[src/rtl/spy_ctrl_pkg.sv]
// Shared definitions for the spy buffer freeze controller: FSM state
// encoding (software reads it over VME, so values are fixed), the default
// buffer reset length, and helpers for slicing the concatenated
// per-buffer address bus.
package spy_ctrl_pkg;

  typedef enum logic [2:0] {
    ST_RESET_BUF = 3'd0,
    ST_IDLE      = 3'd1,
    ST_ARMED     = 3'd2,
    ST_POST      = 3'd3,
    ST_FROZEN    = 3'd4
  } state_e;

  localparam int RST_CYCLES_DEFAULT = 4;

  // LSB of buffer idx inside a concatenated N_SPY*aw bus.
  function automatic int spy_lsb(input int idx, input int aw);
    return idx * aw;
  endfunction

  // Width of the buffer-select field; never narrower than one bit.
  function automatic int sel_width(input int n);
    return (n > 1) ? $clog2(n) : 1;
  endfunction

endpackage

[src/rtl/spy_freeze_ctrl_if.sv]
// Bundle between the VME register block / spy buffers and the freeze
// controller.
//   master : VME side and buffers; drives commands, trigger, push,
//            config and buffer status; receives control and status.
//   slave  : the controller itself.
interface spy_freeze_ctrl_if #(
  parameter int N_SPY = 4,
  parameter int AW    = 10
);
  import spy_ctrl_pkg::*;

  localparam int SEL_W = sel_width(N_SPY);

  logic                  cmd_arm;
  logic                  cmd_freeze;
  logic                  cmd_release;
  logic                  trig_in;
  logic                  push;
  logic [AW-1:0]         post_count;
  logic [SEL_W-1:0]      spy_sel;
  logic [N_SPY*AW-1:0]   spy_addr;
  logic [N_SPY-1:0]      spy_of;

  logic                  freeze;
  logic [N_SPY-1:0]      ispy_addr_sel;
  logic                  reset_ispy_data;
  logic [N_SPY*AW-1:0]   frozen_addr;
  logic [N_SPY-1:0]      of_sticky;
  logic [2:0]            state;

  modport master (
    output cmd_arm, cmd_freeze, cmd_release, trig_in, push,
           post_count, spy_sel, spy_addr, spy_of,
    input  freeze, ispy_addr_sel, reset_ispy_data, frozen_addr,
           of_sticky, state
  );

  modport slave (
    input  cmd_arm, cmd_freeze, cmd_release, trig_in, push,
           post_count, spy_sel, spy_addr, spy_of,
    output freeze, ispy_addr_sel, reset_ispy_data, frozen_addr,
           of_sticky, state
  );

endinterface

[src/rtl/spy_post_counter.sv]
// Loadable down-counter for the post-trigger push count.
//   load/load_val : (re)start the count
//   dec           : count one push; saturates at zero
//   is_one        : the next counted push is the last one
module spy_post_counter #(
  parameter int AW = 10
) (
  input  logic          clk,
  input  logic          reset_n,
  input  logic          load,
  input  logic [AW-1:0] load_val,
  input  logic          dec,
  output logic          is_one
);

  logic [AW-1:0] cnt_q, cnt_d;

  always_comb begin
    // NOTE: default first so every path assigns cnt_d; otherwise a latch is inferred.
    cnt_d = cnt_q;
    if (load) begin
      cnt_d = load_val;
    end else if (dec && (cnt_q != '0)) begin
      cnt_d = cnt_q - AW'(1);
    end
  end

  always_ff @(posedge clk or negedge reset_n) begin
    if (!reset_n) begin
      // NOTE: non-blocking in clocked blocks so all flops update from pre-edge values.
      cnt_q <= '0;
    end else begin
      cnt_q <= cnt_d;
    end
  end

  assign is_one = (cnt_q == AW'(1));

endmodule

[src/rtl/spy_freeze_ctrl.sv]
// Sequencing controller for N_SPY spy buffers sharing one push strobe and
// one VME readout path: buffer reset phase, arm/trigger/post-trigger
// freeze, write-pointer snapshot at freeze, then one-hot address select
// for readout of one buffer at a time.
//   clk, reset_n : clock, asynchronous active-low reset
//   bus          : spy_freeze_ctrl_if slave (commands, trigger, push,
//                  config and buffer status in; freeze, address select,
//                  buffer reset, captured pointers, sticky overflow and
//                  FSM state out). All outputs are registered.
module spy_freeze_ctrl
  import spy_ctrl_pkg::*;
#(
  parameter int N_SPY      = 4,
  parameter int AW         = 10,
  parameter int RST_CYCLES = RST_CYCLES_DEFAULT
) (
  input  logic            clk,
  input  logic            reset_n,
  spy_freeze_ctrl_if.slave bus
);

  localparam int SEL_W = sel_width(N_SPY);
  localparam int RC_W  = $clog2(RST_CYCLES + 1);
  localparam logic [RC_W-1:0] RC_LOAD = RC_W'(RST_CYCLES);

  state_e               state_q, state_d;
  logic [RC_W-1:0]      rst_cnt_q, rst_cnt_d;
  logic                 cnt_load, cnt_dec, cnt_is_one;

  logic                 freeze_q, freeze_d;
  logic                 freeze_dly_q;
  logic                 rst_buf_q, rst_buf_d;
  logic [N_SPY-1:0]     sel_q, sel_d;
  logic [N_SPY-1:0]     of_q, of_d;
  logic [N_SPY*AW-1:0]  frozen_addr_q;

  spy_post_counter #(.AW(AW)) u_post_cnt (
    .clk      (clk),
    .reset_n  (reset_n),
    .load     (cnt_load),
    .load_val (bus.post_count),
    .dec      (cnt_dec),
    .is_one   (cnt_is_one)
  );

  // State register plus the buffer-reset cycle counter.
  always_ff @(posedge clk or negedge reset_n) begin
    if (!reset_n) begin
      state_q   <= ST_RESET_BUF;
      rst_cnt_q <= RC_LOAD;
    end else begin
      state_q   <= state_d;
      rst_cnt_q <= rst_cnt_d;
    end
  end

  // Next state. Release beats freeze beats trigger beats arm.
  always_comb begin
    state_d   = state_q;
    rst_cnt_d = rst_cnt_q;
    cnt_load  = 1'b0;
    cnt_dec   = 1'b0;
    if (bus.cmd_release) begin
      state_d   = ST_RESET_BUF;
      rst_cnt_d = RC_LOAD;
    end else begin
      case (state_q)
        ST_RESET_BUF: begin
          if (rst_cnt_q <= RC_W'(1)) state_d = ST_IDLE;
          else                       rst_cnt_d = rst_cnt_q - RC_W'(1);
        end
        ST_IDLE: begin
          if (bus.cmd_freeze)   state_d = ST_FROZEN;
          else if (bus.cmd_arm) state_d = ST_ARMED;
        end
        ST_ARMED: begin
          if (bus.cmd_freeze) begin
            state_d = ST_FROZEN;
          end else if (bus.trig_in) begin
            // A zero post count means the trigger point is the freeze point.
            if (bus.post_count == '0) begin
              state_d = ST_FROZEN;
            end else begin
              state_d  = ST_POST;
              cnt_load = 1'b1;
            end
          end
        end
        ST_POST: begin
          if (bus.cmd_freeze) begin
            state_d = ST_FROZEN;
          end else if (bus.push) begin
            cnt_dec = 1'b1;
            if (cnt_is_one) state_d = ST_FROZEN;
          end
        end
        ST_FROZEN: ;
        default: begin
          state_d   = ST_RESET_BUF;
          rst_cnt_d = RC_LOAD;
        end
      endcase
    end
  end

  // Output next values, decoded from the next state so the registered
  // outputs line up with the state they belong to.
  always_comb begin
    freeze_d  = (state_d == ST_FROZEN);
    rst_buf_d = (state_d == ST_RESET_BUF);
    sel_d     = '0;
    // Select only once the pointer snapshot has been taken (second frozen
    // cycle on). Out-of-range spy_sel matches no bit and leaves all zero.
    if ((state_q == ST_FROZEN) && (state_d == ST_FROZEN)) begin
      for (int i = 0; i < N_SPY; i++) begin
        sel_d[i] = (bus.spy_sel == SEL_W'(i));
      end
    end
    of_d = rst_buf_d ? '0 : (of_q | bus.spy_of);
  end

  always_ff @(posedge clk or negedge reset_n) begin
    if (!reset_n) begin
      freeze_q      <= 1'b0;
      freeze_dly_q  <= 1'b0;
      rst_buf_q     <= 1'b1;
      sel_q         <= '0;
      of_q          <= '0;
      // NOTE: frozen_addr is a register bank read over VME, not a RAM, so it is reset too.
      frozen_addr_q <= '0;
    end else begin
      freeze_q     <= freeze_d;
      freeze_dly_q <= freeze_q;
      rst_buf_q    <= rst_buf_d;
      sel_q        <= sel_d;
      of_q         <= of_d;
      // First frozen cycle: the final pre-freeze push has landed and the
      // buffers' pointers are stable.
      if (freeze_q && !freeze_dly_q) begin
        for (int i = 0; i < N_SPY; i++) begin
          frozen_addr_q[spy_lsb(i, AW) +: AW] <= bus.spy_addr[spy_lsb(i, AW) +: AW];
        end
      end
    end
  end

  assign bus.freeze          = freeze_q;
  assign bus.reset_ispy_data = rst_buf_q;
  assign bus.ispy_addr_sel   = sel_q;
  assign bus.of_sticky       = of_q;
  assign bus.frozen_addr     = frozen_addr_q;
  assign bus.state           = state_q;

endmodule
[src/flat_wrapper.sv]
// flat-port wrapper written by rule: the top's interface ports become plain ports
module spy_freeze_ctrl_flat import spy_ctrl_pkg::*;
#(
  parameter int N_SPY      = 4,
  parameter int AW         = 10,
  parameter int RST_CYCLES = RST_CYCLES_DEFAULT
)
  (clk, reset_n, bus_cmd_arm, bus_cmd_freeze, bus_cmd_release, bus_trig_in, bus_push, bus_post_count, bus_spy_sel, bus_spy_addr, bus_spy_of, bus_freeze, bus_ispy_addr_sel, bus_reset_ispy_data, bus_frozen_addr, bus_of_sticky, bus_state);
  spy_freeze_ctrl_if #(.N_SPY(N_SPY), .AW(AW)) bus_i ();
  input  logic clk;
  input  logic reset_n;
  input wire logic [$bits(bus_i.cmd_arm)-1:0] bus_cmd_arm;
  input wire logic [$bits(bus_i.cmd_freeze)-1:0] bus_cmd_freeze;
  input wire logic [$bits(bus_i.cmd_release)-1:0] bus_cmd_release;
  input wire logic [$bits(bus_i.trig_in)-1:0] bus_trig_in;
  input wire logic [$bits(bus_i.push)-1:0] bus_push;
  input wire logic [$bits(bus_i.post_count)-1:0] bus_post_count;
  input wire logic [$bits(bus_i.spy_sel)-1:0] bus_spy_sel;
  input wire logic [$bits(bus_i.spy_addr)-1:0] bus_spy_addr;
  input wire logic [$bits(bus_i.spy_of)-1:0] bus_spy_of;
  output wire logic [$bits(bus_i.freeze)-1:0] bus_freeze;
  output wire logic [$bits(bus_i.ispy_addr_sel)-1:0] bus_ispy_addr_sel;
  output wire logic [$bits(bus_i.reset_ispy_data)-1:0] bus_reset_ispy_data;
  output wire logic [$bits(bus_i.frozen_addr)-1:0] bus_frozen_addr;
  output wire logic [$bits(bus_i.of_sticky)-1:0] bus_of_sticky;
  output wire logic [$bits(bus_i.state)-1:0] bus_state;
  assign bus_i.cmd_arm = bus_cmd_arm;
  assign bus_i.cmd_freeze = bus_cmd_freeze;
  assign bus_i.cmd_release = bus_cmd_release;
  assign bus_i.trig_in = bus_trig_in;
  assign bus_i.push = bus_push;
  assign bus_i.post_count = bus_post_count;
  assign bus_i.spy_sel = bus_spy_sel;
  assign bus_i.spy_addr = bus_spy_addr;
  assign bus_i.spy_of = bus_spy_of;
  assign bus_freeze = bus_i.freeze;
  assign bus_ispy_addr_sel = bus_i.ispy_addr_sel;
  assign bus_reset_ispy_data = bus_i.reset_ispy_data;
  assign bus_frozen_addr = bus_i.frozen_addr;
  assign bus_of_sticky = bus_i.of_sticky;
  assign bus_state = bus_i.state;
  spy_freeze_ctrl #(.N_SPY(N_SPY), .AW(AW), .RST_CYCLES(RST_CYCLES)) u_core (.clk(clk), .reset_n(reset_n), .bus(bus_i));
endmodule
[config.mk]
export PLATFORM = sky130hd
export DESIGN_NAME = spy_freeze_ctrl_flat
export DESIGN_NICKNAME = d
export VERILOG_FILES = /design/src/rtl/spy_ctrl_pkg.sv /design/src/rtl/spy_freeze_ctrl_if.sv /design/src/rtl/spy_post_counter.sv /design/src/rtl/spy_freeze_ctrl.sv /design/src/flat_wrapper.sv
export SDC_FILE = /design/constraint.sdc
export NUM_CORES = 1
export LEC_CHECK = 0
export ABC_AREA = 0
export BUFFER_PORTS_ARGS = -buffer_cell sky130_fd_sc_hd__buf_2
export CORE_UTILIZATION = 32
export DETAILED_ROUTE_END_ITERATION = 6
export HOLD_SLACK_MARGIN = 0.12
export PLACE_DENSITY = 0.66
export SYNTH_ARGS = -nofsm -noshare
export SYNTH_HDL_FRONTEND = slang
export SYNTH_HIERARCHICAL = 1
export SYNTH_SLANG_ARGS = --single-unit
[constraint.sdc]
create_clock -name clk -period 2.55 [get_ports clk]
set_input_delay 0.765 -clock clk [delete_from_list [all_inputs] [get_ports clk]]
set_output_delay 0.765 -clock clk [all_outputs]
set_load 0.01 [all_outputs]
==> results of run 1 <==
[kinds of logic (layout without fill, tap and decap cells)]
kind of cell / after synthesis / in the layout / share of synthesized area [%]
flops: 67 / 67 / 55.6
simple gates: 72 / 72 / 14.5
buf+inv: 16 / 146 / 2.32
fa+ha+maj: 4 / 4 / 1.66
mux: 42 / 42 / 15.6
xor+xnor: 2 / 2 / 0.580
compound gates: 36 / 36 / 9.82
[worst max-delay path: cells and delay by family (launching register included)]
kind	cells	cell delay, ns
simple gates	5	1.31
flops	1	0.48
mux	1	0.21
compound gates	1	0.08
[final timing paths]
path | cells after the start | end | start | slack (ns)
worst max-delay path | 7 | u_core/u_post_cnt/cnt_q[9]$_DFFE_PN0P_ | u_core/bus.state[2]$_DFF_PN0_ | 0.36
worst min-delay path | 0 | u_core/freeze_dly_q$_DFF_PN0_ | u_core/bus.freeze$_DFF_PN0_ | 0.40
worst max register to register | 7 | u_core/u_post_cnt/cnt_q[9]$_DFFE_PN0P_ | u_core/bus.state[2]$_DFF_PN0_ | 0.36
worst min register to register | 0 | u_core/freeze_dly_q$_DFF_PN0_ | u_core/bus.freeze$_DFF_PN0_ | 0.40
max in group asynchronous | 2 | u_core/bus.reset_ispy_data$_DFF_PN1_ | reset_n | 1.42
min in group asynchronous | 1 | u_core/bus.frozen_addr[8]$_DFFE_PN0P_ | reset_n | 0.42
[sequential cells by signal, summed over array words and instances, names as in the netlist]
| name | count |
|---|---|
| u_core/bus.freeze | 1 |
| u_core/bus.frozen_addr | 40 |
| u_core/freeze_dly_q | 1 |
| u_core/bus.ispy_addr_sel | 4 |
| u_core/u_post_cnt/cnt_q | 10 |
| u_core/rst_cnt_q | 3 |
| u_core/bus.reset_ispy_data | 1 |
| u_core/bus.of_sticky | 4 |
| u_core/bus.state | 3 |
[metrics by stage]
stage,hold slack (ns),util [%],power (uW),std cells
after global routing,0.415,43.1,4320,480
after global placement,0.384,41.1,3190,464
after detailed placement,0.394,41.1,3250,464
final,0.398,43.1,4020,480
after floorplan,0.428,-,2640,239
after CTS,0.404,43.1,4090,480
[routing by layer]
layer,vias up,wire length (um)
li1,1104,-
met1,1097,2870
met2,101,3030
met3,10,445
met4,0,89
met5,-,0
[area by class of cell]
cell class,count,share of cell area [%]
flip-flops and latches,67,42.3
multi-input cells,156,32.2
repair buffers,122,16.5
clock buffers,11,3.82
well taps,111,3.50
clock inverters,5,0.915
inverters,8,0.757
[power by group through the flow]
stage | Clock, uW | Combinational [uW] | Sequential, uW
after detailed placement | 0 | 1500 | 1750
after CTS | 855 | 1510 | 1730
after global placement | 0 | 1460 | 1730
after global routing | 904 | 1630 | 1790
final | 818 | 1490 | 1720
after floorplan | 0 | 742 | 1890
[cell usage in the layout, fill, tap and decap left out, drive strengths merged, types with 2 or more instances in the layout]
| master | netlist | layout |
|---|---|---|
| or3 | 2 | 2 |
| and4 | 2 | 2 |
| buf | 5 | 122 |
| o21ai | 8 | 8 |
| a21oi | 8 | 8 |
| a31oi | 2 | 2 |
| clkbuf | 3 | 11 |
| or2 | 4 | 4 |
| dfstp | 2 | 2 |
| nor4 | 3 | 3 |
| nor2 | 26 | 26 |
| a41oi | 2 | 2 |
| ha | 4 | 4 |
| xnor2 | 2 | 2 |
| clkinvlp | 0 | 3 |
| inv | 8 | 9 |
| nand2 | 14 | 14 |
| mux2 | 40 | 40 |
| dfrtp | 65 | 65 |
| mux2i | 2 | 2 |
| nand3 | 3 | 3 |
| nor3 | 6 | 6 |
| a211oi | 2 | 2 |
| nor3b | 4 | 4 |
==> results.sh, run 1 <==
export IMPL_port_buffers=115
export IMPL_synth_area_sq_um=3020
export IMPL_synth_warning_count=6
export IMPL_post_dp_cell_area_sq_um=3780
export IMPL_rows=35
export IMPL_fill_cells=876
export IMPL_relSlewSlack_pct=61.4
export IMPL_postSynth_asyncResetShare_pct=100
export IMPL_multi_input_comb_area_sq_um=1280
export IMPL_crit_chain="or2_1 -> nor2_1 -> and4_1 -> or4b_4 -> nor4_4 -> mux2i_1 -> a21oi_1"
export IMPL_fin_area_sq_um=3970
export IMPL_worstPathRequired_ns=2.76
export IMPL_status="finished clean"
export IMPL_cp_max_fo=9
export IMPL_die_area_sq_um=9830
export IMPL_fmax_mhz=456
export IMPL_synth_edf_count=0
export IMPL_post_route_drc_count=0
export IMPL_comb_power_share_pct=36.9
export IMPL_io_pin_count=116
export IMPL_routabilityCongestion=0.850
export IMPL_slew_violations=0
export IMPL_setup_tns_ns=0
export IMPL_grt_util_met3_pct=4.01
export IMPL_endpoint_kind="register"
export IMPL_place_ws_ns=0.000274
export IMPL_yosys_cell_types_count=56
export IMPL_yosysTopAreaCellShare_pct=53.9
export IMPL_synth_seq_cells=67
export IMPL_ys_flop_type="dfrtp_1"
export IMPL_peakVddDrop_v=0.000311
export IMPL_use_met2_pct=22.1
export IMPL_wl_per_cell_um=13.4
export IMPL_crit_arrival_ns=2.41
export IMPL_drt_wl_total_um=6440
export IMPL_grt_first_pass_wirelength_um=10400
export IMPL_drtPass1Iterations=4
export IMPL_cts_max_path_buffers=2
export IMPL_die_y_um=99.2
export IMPL_vias=2312
export IMPL_cts_tree="done"
export IMPL_min_path_type="reg -> reg"
export IMPL_power_frac_seq_pct=42.8
export IMPL_fin_ws_ns=0.356
export IMPL_crit_slowest_cell="or4b_4"
export IMPL_finClkSkew_ns=0.00801
export IMPL_cts_sinks=67
export IMPL_cts_repair_resized=0
export IMPL_synth_cells=239
export IMPL_gr_total_overflow=0
export IMPL_grt_pass1_vias=2189
export IMPL_avgViaCountPerCell=4.82
export IMPL_cp_start_kind="register"
export IMPL_internal_power_uw=2640
export IMPL_period_needed_ns=2.19
export IMPL_clockRootBuffer="clkbuf_8"
export IMPL_worst_pin_slew_ns=0.580
export IMPL_chipWidth_um=99.2
export IMPL_cts_buffers=9
export IMPL_synth_nets=306
export IMPL_switchingPower_uw=1380
export IMPL_core_sq_um=9200
export IMPL_grt_use_met1_pct=16.8
export IMPL_p_per_area_nw_per_um2=1010
export IMPL_cts_hold_repair_buffers=0
export IMPL_clock_power_share_pct=20.3
export IMPL_finalHoldViolCount=0
export IMPL_syn_to_final_growth_pct=31.4
export IMPL_cts_htree_levels=3
export IMPL_grt_max_degree=46
export IMPL_postRouteAntennaNets=0
export IMPL_drive_gt1_share_pct=52.0
export IMPL_drv_cap=0
export IMPL_dpl_hpwl_um=4830
export IMPL_swShare_pct=34.4
export IMPL_path_class="reg -> reg"
export IMPL_avgSynthCellArea_sq_um=12.6
export IMPL_clk_pin_slew_ns=0.08
export IMPL_ys_seq_area_share_pct=55.6
export IMPL_rsz0062_at_grt="no"
export IMPL_grt_antenna_before_repair=0
export IMPL_grt_busiest_layer="met2"
export IMPL_synth_common_cells="dfrtp_1 (65), mux2_2 (33), nor2_1 (26)"
export IMPL_cts_setup_buffers=0
export IMPL_clock_latency_ns=0.33
export IMPL_drt_iter0_drc=53
export IMPL_regArea_sq_um=1680
export IMPL_nets=431
export IMPL_yosysMostFrequentCell="dfrtp_1"
export IMPL_setup_violations_final=0
export IMPL_diodes=0
export IMPL_initial_core_util_pct=32.8
export IMPL_synth_top_area_cell="dfrtp_1"
export IMPL_synthTopCellsByArea="dfrtp_1 (54%), mux2_2 (12%), nor2_1 (3.2%)"
export IMPL_cpPeakStageDelay_ns=0.52
export IMPL_p_leak_uw=0.00192
export IMPL_period_share_pct=86.0
export IMPL_grt_util_all_layers_pct=13.5
Power figures use the tool's default switching activity.
==> run 2: changes to the inputs <==
--- a/config.mk
+++ b/config.mk
@@ -7,10 +7,10 @@
 export LEC_CHECK = 0
 export ABC_AREA = 0
 export BUFFER_PORTS_ARGS = -buffer_cell sky130_fd_sc_hd__buf_2
-export CORE_UTILIZATION = 32
+export CORE_UTILIZATION = 40
 export DETAILED_ROUTE_END_ITERATION = 6
 export HOLD_SLACK_MARGIN = 0.12
-export PLACE_DENSITY = 0.66
+export PLACE_DENSITY = 0.77
 export SYNTH_ARGS = -nofsm -noshare
 export SYNTH_HDL_FRONTEND = slang
 export SYNTH_HIERARCHICAL = 1
==> run 2 against run 1 <==
- design area grew 0.82%
- worst setup slack gained 0.0088 ns
- sequential power is essentially flat
- total power grew 4.4%
- cell count decreased by 2.5%
- first-iteration DRC count rose by 3.8%
- core utilization grew 12 points
- count of clock-buffer cells in the layout down 2
- sequential share of layout area decreased by 0.34 points
- flip-flop and latch count unchanged
- wire length fell by 0.75%
- worst hold slack better by 0.010 ns
- largest power group unchanged
- highest routed layer unchanged
==> results.sh, run 2 (synthesis gave the netlist of run 1 again) <==
export IMPL_status="finished clean"
export IMPL_cts_setup_buffers=0
export IMPL_peakVddDrop_v=0.000389
export IMPL_slew_violations=0
export IMPL_setup_violations_final=0
export IMPL_drive_gt1_share_pct=52.0
export IMPL_place_ws_ns=0.0181
export IMPL_grt_max_degree=68
export IMPL_vias=2308
export IMPL_routabilityCongestion=0.835
export IMPL_path_class="reg -> reg"
export IMPL_path_buf_inv=0
export IMPL_cts_buffers=9
export IMPL_port_buffers=115
export IMPL_grt_util_all_layers_pct=16.6
export IMPL_grt_antenna_before_repair=0
export IMPL_crit_chain="or2_1 -> nor2_1 -> and4_1 -> or4b_4 -> nor4_4 -> mux2i_1 -> a21oi_1"
export IMPL_avgViaCountPerCell=4.93
export IMPL_cp_max_fo=9
export IMPL_critPathTopFamily="simple AND/OR/NAND/NOR gates"
export IMPL_largest_reg_flops=40
export IMPL_cts_htree_levels=3
export IMPL_nets=431
export IMPL_worstPathRequired_ns=2.78
export IMPL_final_util_pct=54.9
export IMPL_p_leak_uw=0.00194
export IMPL_fin_ws_ns=0.365
export IMPL_io_pin_count=116
export IMPL_endpoint_kind="register"
export IMPL_total_power_uw=4200
export IMPL_cts_sinks=67
export IMPL_worst_pin_slew_ns=0.435
export IMPL_gr_total_overflow=0
export IMPL_min_path_type="reg -> reg"
export IMPL_clock_latency_ns=0.34
export IMPL_grt_first_pass_wirelength_um=9870
export IMPL_initial_core_util_pct=41.4
export IMPL_core_sq_um=7290
export IMPL_drt_wl_total_um=6390
export IMPL_diodes=0
export IMPL_syn_to_final_growth_pct=32.4
export IMPL_cts_hold_repair_buffers=0
export IMPL_drv_cap=0
export IMPL_finalHoldViolCount=0
export IMPL_cts_tree="done"
export IMPL_rows=31
export IMPL_crit_slowest_cell="or4b_4"
export IMPL_cpPeakStageDelay_ns=0.52
export IMPL_setup_tns_ns=0
export IMPL_post_dp_cell_area_sq_um=3780
export IMPL_rsz0062_at_grt="no"
export IMPL_post_route_drc_count=0
export IMPL_cp_start_kind="register"
export IMPL_fmax_mhz=458
export IMPL_drt_iter0_drc=55
export IMPL_crit_arrival_ns=2.41
export IMPL_grt_pass1_vias=2161
export IMPL_p_per_area_nw_per_um2=1050
export IMPL_chipWidth_um=88.9
export IMPL_die_y_um=88.9
export IMPL_fin_area_sq_um=4000
export IMPL_finClkSkew_ns=0.0141
export IMPL_dpl_hpwl_um=4720
export IMPL_cts_max_path_buffers=2
export IMPL_clockRootBuffer="clkbuf_8"
export IMPL_period_needed_ns=2.19
export IMPL_wl_per_cell_um=13.7
export IMPL_final_common_cell="buf_2"
export IMPL_drtPass1Iterations=4
export IMPL_relSlewSlack_pct=70.9
export IMPL_final_cell_mix="buf_2 (115), dfrtp_1 (65), mux2_2 (33)"
export IMPL_clk_pin_slew_ns=0.08
export IMPL_die_area_sq_um=7900
export IMPL_postRouteAntennaNets=0
export IMPL_cts_repair_resized=0
export IMPL_period_share_pct=85.7
[run 2: worst reg2reg max path: cells and delay by family, from the launching register on]
kind             cells  cell delay, ns
flip-flops           1            0.48
multiplexers         1            0.21
AO/OA/AOI/OAI        1            0.08
AND/OR/NAND/NOR      5            1.31
[run 2: per-stage QoR]
| stage | std cells | hold slack (ns) |
|---|---|---|
| after floorplan | 239 | 0.428 |
| after global placement | 452 | 0.396 |
| after detailed placement | 452 | 0.402 |
| after CTS | 468 | 0.420 |
| after global routing | 468 | 0.444 |
| final | 468 | 0.408 |
[run 2: area by class of cell]
| cell class | instances | area (sq um) |
|---|---|---|
| clock buffers | 9 | 124 |
| clock inverters | 7 | 98.8 |
| fillers | 652 | 3290 |
| inverters | 8 | 30.0 |
| multi-input cells | 156 | 1280 |
| flip-flops and latches | 67 | 1680 |
| well taps | 99 | 124 |
| repair buffers | 122 | 666 |
[run 2: path summary, 6_finish.rpt]
check,startpoint,to,slack [ns],depth (start not counted)
worst max-delay path,u_core/bus.state[2]$_DFF_PN0_,u_core/u_post_cnt/cnt_q[9]$_DFFE_PN0P_,0.36,7
worst min-delay path,u_core/bus.freeze$_DFF_PN0_,u_core/freeze_dly_q$_DFF_PN0_,0.41,0
worst max register to register,u_core/bus.state[2]$_DFF_PN0_,u_core/u_post_cnt/cnt_q[9]$_DFFE_PN0P_,0.36,7
worst min register to register,u_core/bus.freeze$_DFF_PN0_,u_core/freeze_dly_q$_DFF_PN0_,0.41,0
max in group asynchronous,reset_n,u_core/bus.reset_ispy_data$_DFF_PN1_,1.78,2
min in group asynchronous,reset_n,u_core/bus.frozen_addr[8]$_DFFE_PN0P_,0.43,2
[run 2: layer usage]
| layer | up-vias | GRT usage, % | wire, um |
|---|---|---|---|
| met1 | 1091 | 20.1 | 2750 |
| met2 | 93 | 27.1 | 3040 |
| met3 | 11 | 5.36 | 482 |
| met5 | - | 0 | 0 |
| li1 | 1113 | - | - |
| met4 | 0 | 7.77 | 114 |
[run 2: where the power goes]
group          total (uW)  internal (uW)  switching (uW)  leakage [uW]
Clock                 979            557             422      0.000110
Combinational        1500            754             744      0.000986
Sequential           1720           1490             238      0.000847
==> run 3: changes to the inputs <==
--- a/config.mk
+++ b/config.mk
@@ -5,7 +5,7 @@
 export SDC_FILE = /design/constraint.sdc
 export NUM_CORES = 1
 export LEC_CHECK = 0
-export ABC_AREA = 0
+export ABC_AREA = 1
 export BUFFER_PORTS_ARGS = -buffer_cell sky130_fd_sc_hd__buf_2
 export CORE_UTILIZATION = 40
 export DETAILED_ROUTE_END_ITERATION = 6
==> run 3 against run 2 <==
- total power shrank 5.9%
- highest routed layer unchanged
- critical endpoint is now u_core/u_post_cnt/cnt_q[4]$_DFFE_PN0P_
- design area is 1.1% lower
- sequential power about the same
- clock skew decreased by 0.0016 ns
- flip-flop and latch count is the same
==> results.sh, run 3 <==
export IMPL_postRouteAntennaNets=0
export IMPL_p_leak_uw=0.00204
export IMPL_avgSynthCellArea_sq_um=10.1
export IMPL_grt_first_pass_wirelength_um=10000
export IMPL_hold_path_depth=0
export IMPL_cts_htree_levels=3
export IMPL_slew_violations=0
export IMPL_synth_area_sq_um=3070
export IMPL_relSlewSlack_pct=59.8
export IMPL_die_area_sq_um=8020
export IMPL_finalHoldViolCount=0
export IMPL_final_cells=531
export IMPL_period_share_pct=84.8
export IMPL_synth_top_area_cell="dfrtp_1"
export IMPL_p_per_area_nw_per_um2=999
export IMPL_status="finished clean"
export IMPL_grt_antenna_before_repair=0
export IMPL_crit_chain="inv_1 -> nor2_1 -> nand2_1 -> nor2_1 -> o21ai_1 -> nor2_4 -> clkinv_1 -> nand2_4 -> inv_1 -> nand2_1 -> nand2_1"
export IMPL_largest_reg_flops=40
export IMPL_dpl_hpwl_um=5090
export IMPL_cts_buffers=9
export IMPL_worstPathRequired_ns=2.79
export IMPL_drive_gt1_share_pct=44.7
export IMPL_reg2reg_setup_slack_ns=0.39
export IMPL_synth_edf_count=0
export IMPL_clk_pin_slew_ns=0.08
export IMPL_avgViaCountPerCell=4.80
export IMPL_critPathTopFamily="simple AND/OR/NAND/NOR gates"
export IMPL_clock_latency_ns=0.34
export IMPL_min_path_type="reg -> reg"
export IMPL_synth_common_cells="dfrtp_1 (65), nand2_1 (62), mux2_2 (40)"
export IMPL_peakVddDrop_v=0.000375
export IMPL_cp_max_fo=14
export IMPL_crit_slowest_cell="dfrtp_1"
export IMPL_wl_per_cell_um=12.6
export IMPL_synthTopCellsByArea="dfrtp_1 (53%), mux2_2 (15%), nand2_1 (7.6%)"
export IMPL_cts_sinks=67
export IMPL_worst_pin_slew_ns=0.602
export IMPL_grt_pass1_vias=2276
export IMPL_io_pin_count=116
export IMPL_core_sq_um=7330
export IMPL_yosys_cell_types_count=30
export IMPL_cts_max_path_buffers=2
export IMPL_rows=31
export IMPL_gr_total_overflow=0
export IMPL_synth_seq_cells=67
export IMPL_chipWidth_um=89.6
export IMPL_cts_repair_resized=1
export IMPL_holdPathEnd="u_core/freeze_dly_q$_DFF_PN0_"
export IMPL_cts_tree="done"
export IMPL_vias=2551
export IMPL_yosysMostFrequentCell="dfrtp_1"
export IMPL_ys_flop_type="dfrtp_1"
export IMPL_initial_core_util_pct=41.9
export IMPL_cp_common_cell="nand2_1"
export IMPL_port_buffers=115
export IMPL_diodes=0
export IMPL_period_needed_ns=2.16
export IMPL_drt_wl_total_um=6670
export IMPL_grt_util_all_layers_pct=16.8
export IMPL_routabilityCongestion=0.859
export IMPL_synth_warning_count=6
export IMPL_final_cell_mix="buf_2 (115), dfrtp_1 (65), nand2_1 (62)"
export IMPL_fmax_mhz=462
export IMPL_finClkSkew_ns=0.0125
export IMPL_cpPeakStageDelay_ns=0.43
export IMPL_final_util_pct=54.0
export IMPL_rsz0062_at_grt="no"
export IMPL_postSynth_asyncResetShare_pct=100
export IMPL_placed_cells=515
export IMPL_post_dp_cell_area_sq_um=3760
export IMPL_path_class="reg -> reg"
export IMPL_ys_seq_area_share_pct=54.7
export IMPL_r2r_end="u_core/u_post_cnt/cnt_q[4]$_DFFE_PN0P_"
export IMPL_crit_arrival_ns=2.41
export IMPL_synth_cells=305
export IMPL_reg2regPathDepth=11
export IMPL_yosysTopAreaCellShare_pct=53.0
export IMPL_drt_iter0_drc=76
export IMPL_fin_area_sq_um=3960
export IMPL_cts_hold_repair_buffers=0
export IMPL_grt_max_degree=41
export IMPL_endpoint_kind="register"
export IMPL_die_y_um=89.6
export IMPL_cts_setup_buffers=0
export IMPL_nets=494
export IMPL_syn_to_final_growth_pct=29.0
export IMPL_worstHoldStart="u_core/bus.freeze$_DFF_PN0_"
export IMPL_setup_violations_final=0
export IMPL_path_buf_inv=3
export IMPL_drtPass1Iterations=4
export IMPL_regToRegStartpoint="u_core/bus.state[1]$_DFF_PN0_"
export IMPL_cp_start_kind="register"
export IMPL_drv_cap=0
export IMPL_final_common_cell="buf_2"
export IMPL_clockRootBuffer="clkbuf_8"
export IMPL_post_route_drc_count=0
export IMPL_synth_nets=372
-- run 3: changes by cell type after synthesis, moves of 4 or more --
cell and change:
nand2_1 +48, nand3_1 +17, inv_1 +12, nor2_1 +9
mux2_1 -7, mux2_2 +7, nand4_1 +5, nor2_2 +5
inv_2 +4
-- run 3: final cells by class --
| cell class | count | area (sq um) |
|---|---|---|
| inverter | 25 | 93.8 |
| tap | 99 | 124 |
| multi-input combinational | 206 | 1260 |
| clock buffer | 10 | 128 |
| sequential | 67 | 1680 |
| timing repair buffer | 118 | 611 |
| clock inverter | 6 | 65.1 |
| fill | 657 | 3370 |
-- run 3: cells by family after synthesis --
family,Yosys count,synth area share [%]
AO/OA/AOI/OAI,19,3.47
XOR/XNOR,2,0.571
adder cells (fa/ha/maj),4,1.63
buffers and inverters,32,4.57
flip-flops,67,54.7
multiplexers,40,14.7
AND/OR/NAND/NOR,141,20.4
-- run 3: worst max-delay path by stage --
stage	depth (start not counted)	from	slack (ns)	end
floorplan	9	bus_post_count[3]	0.71	u_core/u_post_cnt/cnt_q[0]$_DFFE_PN0P_
global placement	9	bus_cmd_release	-0.23	u_core/u_post_cnt/cnt_q[5]$_DFFE_PN0P_
detailed placement	10	bus_post_count[5]	-0.30	u_core/u_post_cnt/cnt_q[4]$_DFFE_PN0P_
CTS	11	u_core/bus.state[1]$_DFF_PN0_	0.19	u_core/u_post_cnt/cnt_q[4]$_DFFE_PN0P_
global route	11	u_core/bus.state[1]$_DFF_PN0_	0.18	u_core/u_post_cnt/cnt_q[3]$_DFFE_PN0P_
finish	11	u_core/bus.state[1]$_DFF_PN0_	0.39	u_core/u_post_cnt/cnt_q[4]$_DFFE_PN0P_
-- run 3: worst reg2reg max path: cells and delay by family (launching register included) --
family                 cells  cell delay (ns)
buffers and inverters      3             0.55
flip-flops                 1             0.43
AND/OR/NAND/NOR            7             0.98
AO/OA/AOI/OAI              1             0.11
-- run 3: metrics by stage --
stage | hold WS [ns] | setup slack (ns) | setup TNS [ns] | power, uW
4_1_cts | 0.412 | 0.195 | 0 | 4000
6_report | 0.409 | 0.387 | 0 | 3950
3_3_place_gp | 0.386 | -0.234 | -1.47 | 3070
5_1_grt | 0.445 | 0.178 | 0 | 4270
2_1_floorplan | 0.435 | 0.707 | 0 | 2560
3_5_place_dp | 0.387 | -0.298 | -2.08 | 3130
-- run 3: report_power, final --
part           switching [uW]  leakage, uW  total, uW  internal [uW]
Clock                     407    0.0000966        860            453
Combinational             703      0.00113       1400            697
Sequential                209     0.000818       1690           1480
Total                    1320      0.00204       3950           2630
-- run 3: metal layers --
metal  vias up  track usage [%]  wire [um]
met5         -                0          0
met3        12             4.75        492
met1      1182             19.7       2840
met4         0             8.08        116
li1       1246                -          -
met2       111             28.4       3220
